<file path="config.mk">
export PLATFORM = sky130hd
export DESIGN_NAME = stable_sample_filter
export DESIGN_NICKNAME = d
export VERILOG_FILES = /design/src/rtl/stable_sample_filter.sv
export SDC_FILE = /design/constraint.sdc
export NUM_CORES = 1
export LEC_CHECK = 0
export CAP_MARGIN = 25
export CORE_AREA = 2 2 48 50
export DETAILED_ROUTE_END_ITERATION = 6
export DIE_AREA = 0 0 50 52
export PLACE_DENSITY = 0.77
export SLEW_MARGIN = 0
export SYNTH_ARGS = -nofsm -noshare
export SYNTH_HDL_FRONTEND = slang
export SYNTH_SLANG_ARGS = --single-unit
</file>
<file path="constraint.sdc">
create_clock -name clk -period 4.7 [get_ports clk]
set_input_delay 0.94 -clock clk [delete_from_list [all_inputs] [get_ports clk]]
set_output_delay 0.94 -clock clk [all_outputs]
set_load 0.02 [all_outputs]
</file>
<file path="src/rtl/stable_sample_filter.sv">
// stable_sample_filter
// Debounces a multi-bit bus that may glitch while an upstream carry chain
// ripples. A new value is forwarded to dout only after it has been seen on
// the registered input for STABLE_CYCLES consecutive clocks; each accepted
// change raises upd for one cycle.
//
// Optional build macro GLITCH_COUNT_EN: when defined, a saturating counter of
// rejected transients is built on glitch_cnt (cleared by glitch_clr). When
// undefined, glitch_cnt is tied to zero and glitch_clr is ignored.
module stable_sample_filter #(
    parameter int unsigned WIDTH         = 4,
    parameter int unsigned STABLE_CYCLES = 4,
    parameter int unsigned GCNT_W        = 8
) (
    input  logic              clk,
    input  logic              rst,
    input  logic [WIDTH-1:0]  din,
    input  logic              glitch_clr,
    output logic [WIDTH-1:0]  dout,
    output logic              upd,
    output logic              settling,
    output logic [GCNT_W-1:0] glitch_cnt
);

    localparam int unsigned StabW = $clog2(STABLE_CYCLES + 1);
    localparam logic [StabW-1:0] StabTarget = StabW'(STABLE_CYCLES);

    typedef enum logic {
        StStable,
        StSettling
    } state_e;

    state_e           state_q, state_d;
    logic [WIDTH-1:0] din_q;
    logic [WIDTH-1:0] cand_q, cand_d;
    logic [WIDTH-1:0] dout_q, dout_d;
    logic [StabW-1:0] stab_q, stab_d;
    logic [StabW-1:0] stab_inc;
    logic             upd_q, upd_d;
    logic             glitch_ev;

    // Input register: isolates the FSM from combinational glitches on din.
    always_ff @(posedge clk) begin
        if (rst) begin
            din_q <= '0;
        end else begin
            din_q <= din;
        end
    end

    assign stab_inc = stab_q + 1'b1;

    // Next-state logic: track a candidate value and count how long it holds.
    always_comb begin
        state_d   = state_q;
        cand_d    = cand_q;
        stab_d    = stab_q;
        dout_d    = dout_q;
        upd_d     = 1'b0;
        glitch_ev = 1'b0;

        unique case (state_q)
            StStable: begin
                if (din_q != dout_q) begin
                    cand_d  = din_q;
                    stab_d  = StabW'(1);
                    state_d = StSettling;
                end
            end
            StSettling: begin
                if (din_q == cand_q) begin
                    if (stab_inc == StabTarget) begin
                        dout_d  = cand_q;
                        upd_d   = 1'b1;
                        stab_d  = '0;
                        state_d = StStable;
                    end else begin
                        stab_d = stab_inc;
                    end
                end else begin
                    // Candidate broke before acceptance: a rejected transient.
                    glitch_ev = 1'b1;
                    if (din_q == dout_q) begin
                        stab_d  = '0;
                        state_d = StStable;
                    end else begin
                        cand_d = din_q;
                        stab_d = StabW'(1);
                    end
                end
            end
            default: begin
                state_d = StStable;
                stab_d  = '0;
            end
        endcase
    end

    // State register; reset discards any pending candidate.
    always_ff @(posedge clk) begin
        if (rst) begin
            state_q <= StStable;
            cand_q  <= '0;
            stab_q  <= '0;
            dout_q  <= '0;
            upd_q   <= 1'b0;
        end else begin
            state_q <= state_d;
            cand_q  <= cand_d;
            stab_q  <= stab_d;
            dout_q  <= dout_d;
            upd_q   <= upd_d;
        end
    end

    assign dout     = dout_q;
    assign upd      = upd_q;
    assign settling = (state_q == StSettling);

`ifdef GLITCH_COUNT_EN
    logic [GCNT_W-1:0] gcnt_q, gcnt_d;

    // Glitch counter next state: clear has priority, then saturating increment.
    always_comb begin
        gcnt_d = gcnt_q;
        if (glitch_clr) begin
            gcnt_d = '0;
        end else if (glitch_ev && !(&gcnt_q)) begin
            gcnt_d = gcnt_q + 1'b1;
        end
    end

    // Glitch counter register.
    always_ff @(posedge clk) begin
        if (rst) begin
            gcnt_q <= '0;
        end else begin
            gcnt_q <= gcnt_d;
        end
    end

    assign glitch_cnt = gcnt_q;
`else
    logic unused_glitch;
    assign unused_glitch = glitch_ev ^ glitch_clr;
    assign glitch_cnt    = '0;
`endif

endmodule

</file>
# Word-level counts from Yosys, hierarchy flattened

Cells that the tools add are included.

Equal/unequal tests: 7
Reduce and logical (&&, ||, !) cells: 3
Bitwise gates (word level): 2
Mux-type cells: 15
Add/sub/neg operators: 1

Operators by type and width:

| cell                                                           | number |
|---|---|
| 4-bit 2-to-1 mux                                               | 3 |
| 3-bit 2-to-1 mux                                               | 3 |
| 4-bit == test                                                  | 2 |
| 4-bit case mux with 2 select lines                             | 1 |
| 1-bit 2-to-1 mux                                               | 6 |
| 2-bit != test (second input constant)                          | 3 |
| 3-bit case mux with 2 select lines                             | 1 |
| 3-bit AND reduction                                            | 2 |
| 4-bit != test                                                  | 1 |
| 3-bit by 1-bit adder with 3-bit output (second input constant) | 1 |
| 3-bit == test (second input constant)                          | 1 |
| 3-bit OR reduction                                             | 1 |
| 1-bit inverter                                                 | 2 |
| 1-bit case mux with 2 select lines                             | 1 |

Register bits: 17
Input bits: 7

# Depth between registers and ports, before layout

Depth in word-level cells: 5
Depth in mapped cells: 5
Depth with buffers taken out: 5

# Worst setup path before layout

OpenSTA, ideal clock, no wires.

Path type: input to register
Start: input port rst
End: register dout_q[1] (netlist: dout[1])
Data arrival time: 1623 ps
Buffers on the path: 2
Stages: 5
Setup time: 72 ps
Slack: 3004 ps
Cell sequence: buf_6 inv_1 clkbuf_1 nand2_1 mux2i_1

RTL lines:

| what                 | line | source |
|---|---|---|
| from (decl)          | 16   | `input logic rst,` |
| to (signal assigned) | 111  | `dout_q <= dout_d;` |
| to (decl)            | 36   | `logic [WIDTH-1:0] dout_q, dout_d;` |

==> results.md <==
* Final setup fails at 0
* Type of the worst setup path: in2reg
* RR Endpoint: stab_q[0]
* Yosys Warn Count at 0
* Synthesized flop and latch total at 17
* Core region area at 2110 µm²
* Routability Congestion at 0.755
* Hold-critical path endpoint: cand_q[3]
* Clock tree buffer depth at 2
* Postcts setup bufs at 0
* Number of distinct library cells after synthesis at 32
* Routed Antenna Nets at 0
* Max-cap violations at 0
* Worst flop-to-flop path startpoint: din_q[1]
* Placed Cells at 127
* CP max FO at 14
* Fin nets at 113
* PortBufs at 11
* R2R depth at 4
* Standard-cell rows at 17
* Outcome: finished clean
* Cts hold-fix bufs at 0
* Synthesis-to-layout area growth at 13.9%
* Leakage at 0.000456 µW
* Post_cts resized at 0
* Initial antenna violation count at 0
* Maximum vdd ir drop at 0.182 mV
* Die H at 52 µm
* GR Overflow Total at 0
* Total clock sinks at 17
* DRT iter0 DRCs at 8
* Drc violations at 0
* CTS clk-pin slew, worst paths at 100 ps
* First-pass GRT wire length at 2.62 mm
* WP data arrival at 2470 ps
* Detailed-route wire length at 1.51 mm
* Drt pass-1 iters at 4
* Die width at 50 µm
* F_max at 0.440 GHz
* CP startpoint kind: input port
* Hold Slack at 497 ps
* TritonCTS clock tree: yes
* CTS root buf: clkbuf_4
* Final Cycle Share at 48.4%
* Antenna fix cells at 0
* Final hold vios at 0
* Mapped cell area at 893 µm²
* Critical Path RT at 4900 ps
* Largest net degree at the start of global routing at 15
* GRT Util Overall at 13.4%
* Via count at 642
* Min Tclk post-route at 2270 ps
* Min-delay worst type: reg2reg
* Hold depth at 2
* Register Area at 340 µm²
* Worst slack at placement at 2080 ps
* Vias in the first global route at 643
* Routed len/inst at 11.5 µm
* CTS buffer count at 3
* Post-Syn Instances at 91
* Reg-to-reg slack, setup at 2980 ps
* Mean post-synth cell area at 9.82 µm²
* Seq/Total Area, Yosys at 38.1%
* Clk_lat worst skew at 300 ps
* Top Ports at 21
* Area of the multi-input gates at 493 µm²
* Min-delay src: cand_q[3]
* Worst Setup End Kind: register
* Share of cells above drive strength 1 at 9.71%
* Die area at 2600 µm²
* Final clock skew at 5.18 ps
* Fillers at 206
* Final Slew Violations at 0
* Initial Util at 42.4%
* Final worst setup slack at 2430 ps
* Fin cells at 131
* Pwr/cell area at 277 nW/µm²
* Setup TNS at 0 ps
* # H-tree levels at 1
* RSZ-0062 raised after global routing: no
* DP HPWL at 1.16 mm
* Vias per cell at 4.90
==> registers in the layout, summed over array words and instances, names as in the netlist <==
name,flops
settling,1
din_q,4
upd,1
stab_q,3
cand_q,4
dout,4
==> kinds of logic after synthesis <==
| family | after synthesis | share of synthesized area [%] |
|---|---|---|
| and+or+nand+nor | 37 | 26.0 |
| muxes | 8 | 8.96 |
| AOI/OAI and AO/OA | 7 | 8.12 |
| xor gates and xnor gates | 6 | 5.88 |
| buffers and inverters | 13 | 9.66 |
| DFF | 17 | 38.1 |
| other | 1 | 0.420 |
| adders and majority gates | 2 | 2.80 |
==> metal layers <==
layer  up-vias  global-route usage, %  wire [µm]
met5         -                      0          0
li1        320                      -          -
met1       304                   14.9        664
met3         3                   2.01         50
met4         0                   8.33         30
met2        15                   23.7        763
==> cell type report <==
| class | count | area share [%] |
|---|---|---|
| multi-input cells | 68 | 48.5 |
| flip-flops and latches | 17 | 33.5 |
| well taps | 28 | 3.44 |
| inverters | 3 | 1.11 |
| repair buffers | 11 | 10.8 |
| clock inverters | 1 | 0.492 |
| clock buffers | 3 | 2.21 |
==> cells in the mapped netlist <==
cell type	n	area [µm²]
nor4_2	1	12.5
and2_1	1	6.26
and2b_4	1	10.0
mux2i_1	8	80.1
dfxtp_1	17	340
a2111oi_4	1	27.5
a221o_1	1	10.0
nor2b_1	5	31.3
xnor2_1	1	8.76
nand4_1	2	12.5
clkbuf_1	1	3.75
buf_6	1	11.3
nor3_1	2	10.0
a211oi_1	1	7.51
conb_1	1	3.75
a21oi_2	1	8.76
a31oi_1	1	6.26
buf_4	8	60.1
nand3_1	3	15.0
a21oi_1	1	5.00
and3_1	1	6.26
a21boi_0	1	7.51
and4_1	1	8.76
ha_1	2	25.0
nor3b_1	2	15.0
and2b_1	3	22.5
xor2_1	5	43.8
nand2_1	12	45.0
nor4b_4	1	23.8
nor2_1	1	3.75
nand3_2	1	10.0
inv_1	3	11.3
==> metrics by stage <==
stage                     power, µW  area (µm²)  util, %
after floorplan                 201         920        -
after detailed placement        207         990     47.0
after global routing            298        1020     48.3
final                           282        1020     48.3
after global placement          205         990     47.0
after CTS                       284        1020     48.3
==> cell usage in the layout (no fill, tap or decap), drive strengths merged, types with 3 or more instances in the layout <==
master	instances
nand2	12
inv	3
nor2b	5
xor2	5
clkbuf	3
nand3	4
clkdlybuf4s50	11
mux2i	8
conb	8
and2b	4
dfxtp	17
==> critical path: stages <==
cell and delay, ps:
clkdlybuf4s50_1 700, inv_1 300, and4_1 280, a221o_1 250
==> worst max path at each step <==
stage,slack (ps),end,depth (start not counted),from
after detailed placement,2080,stab_q[0],4,rst
after global routing,2340,stab_q[0],4,rst
after floorplan,3000,dout[1],5,rst
final,2430,stab_q[0],4,rst
after global placement,2130,stab_q[0],4,rst
after CTS,2400,stab_q[0],4,rst
==> where the power goes <==
part / total, µW / switching, µW / internal [µW]
sequential: 155 / 5.34 / 150
clock: 78.3 / 46.6 / 31.7
combinational: 47.8 / 27.2 / 20.6
total: 282 / 79.1 / 202
Power figures use the tool's default switching activity.
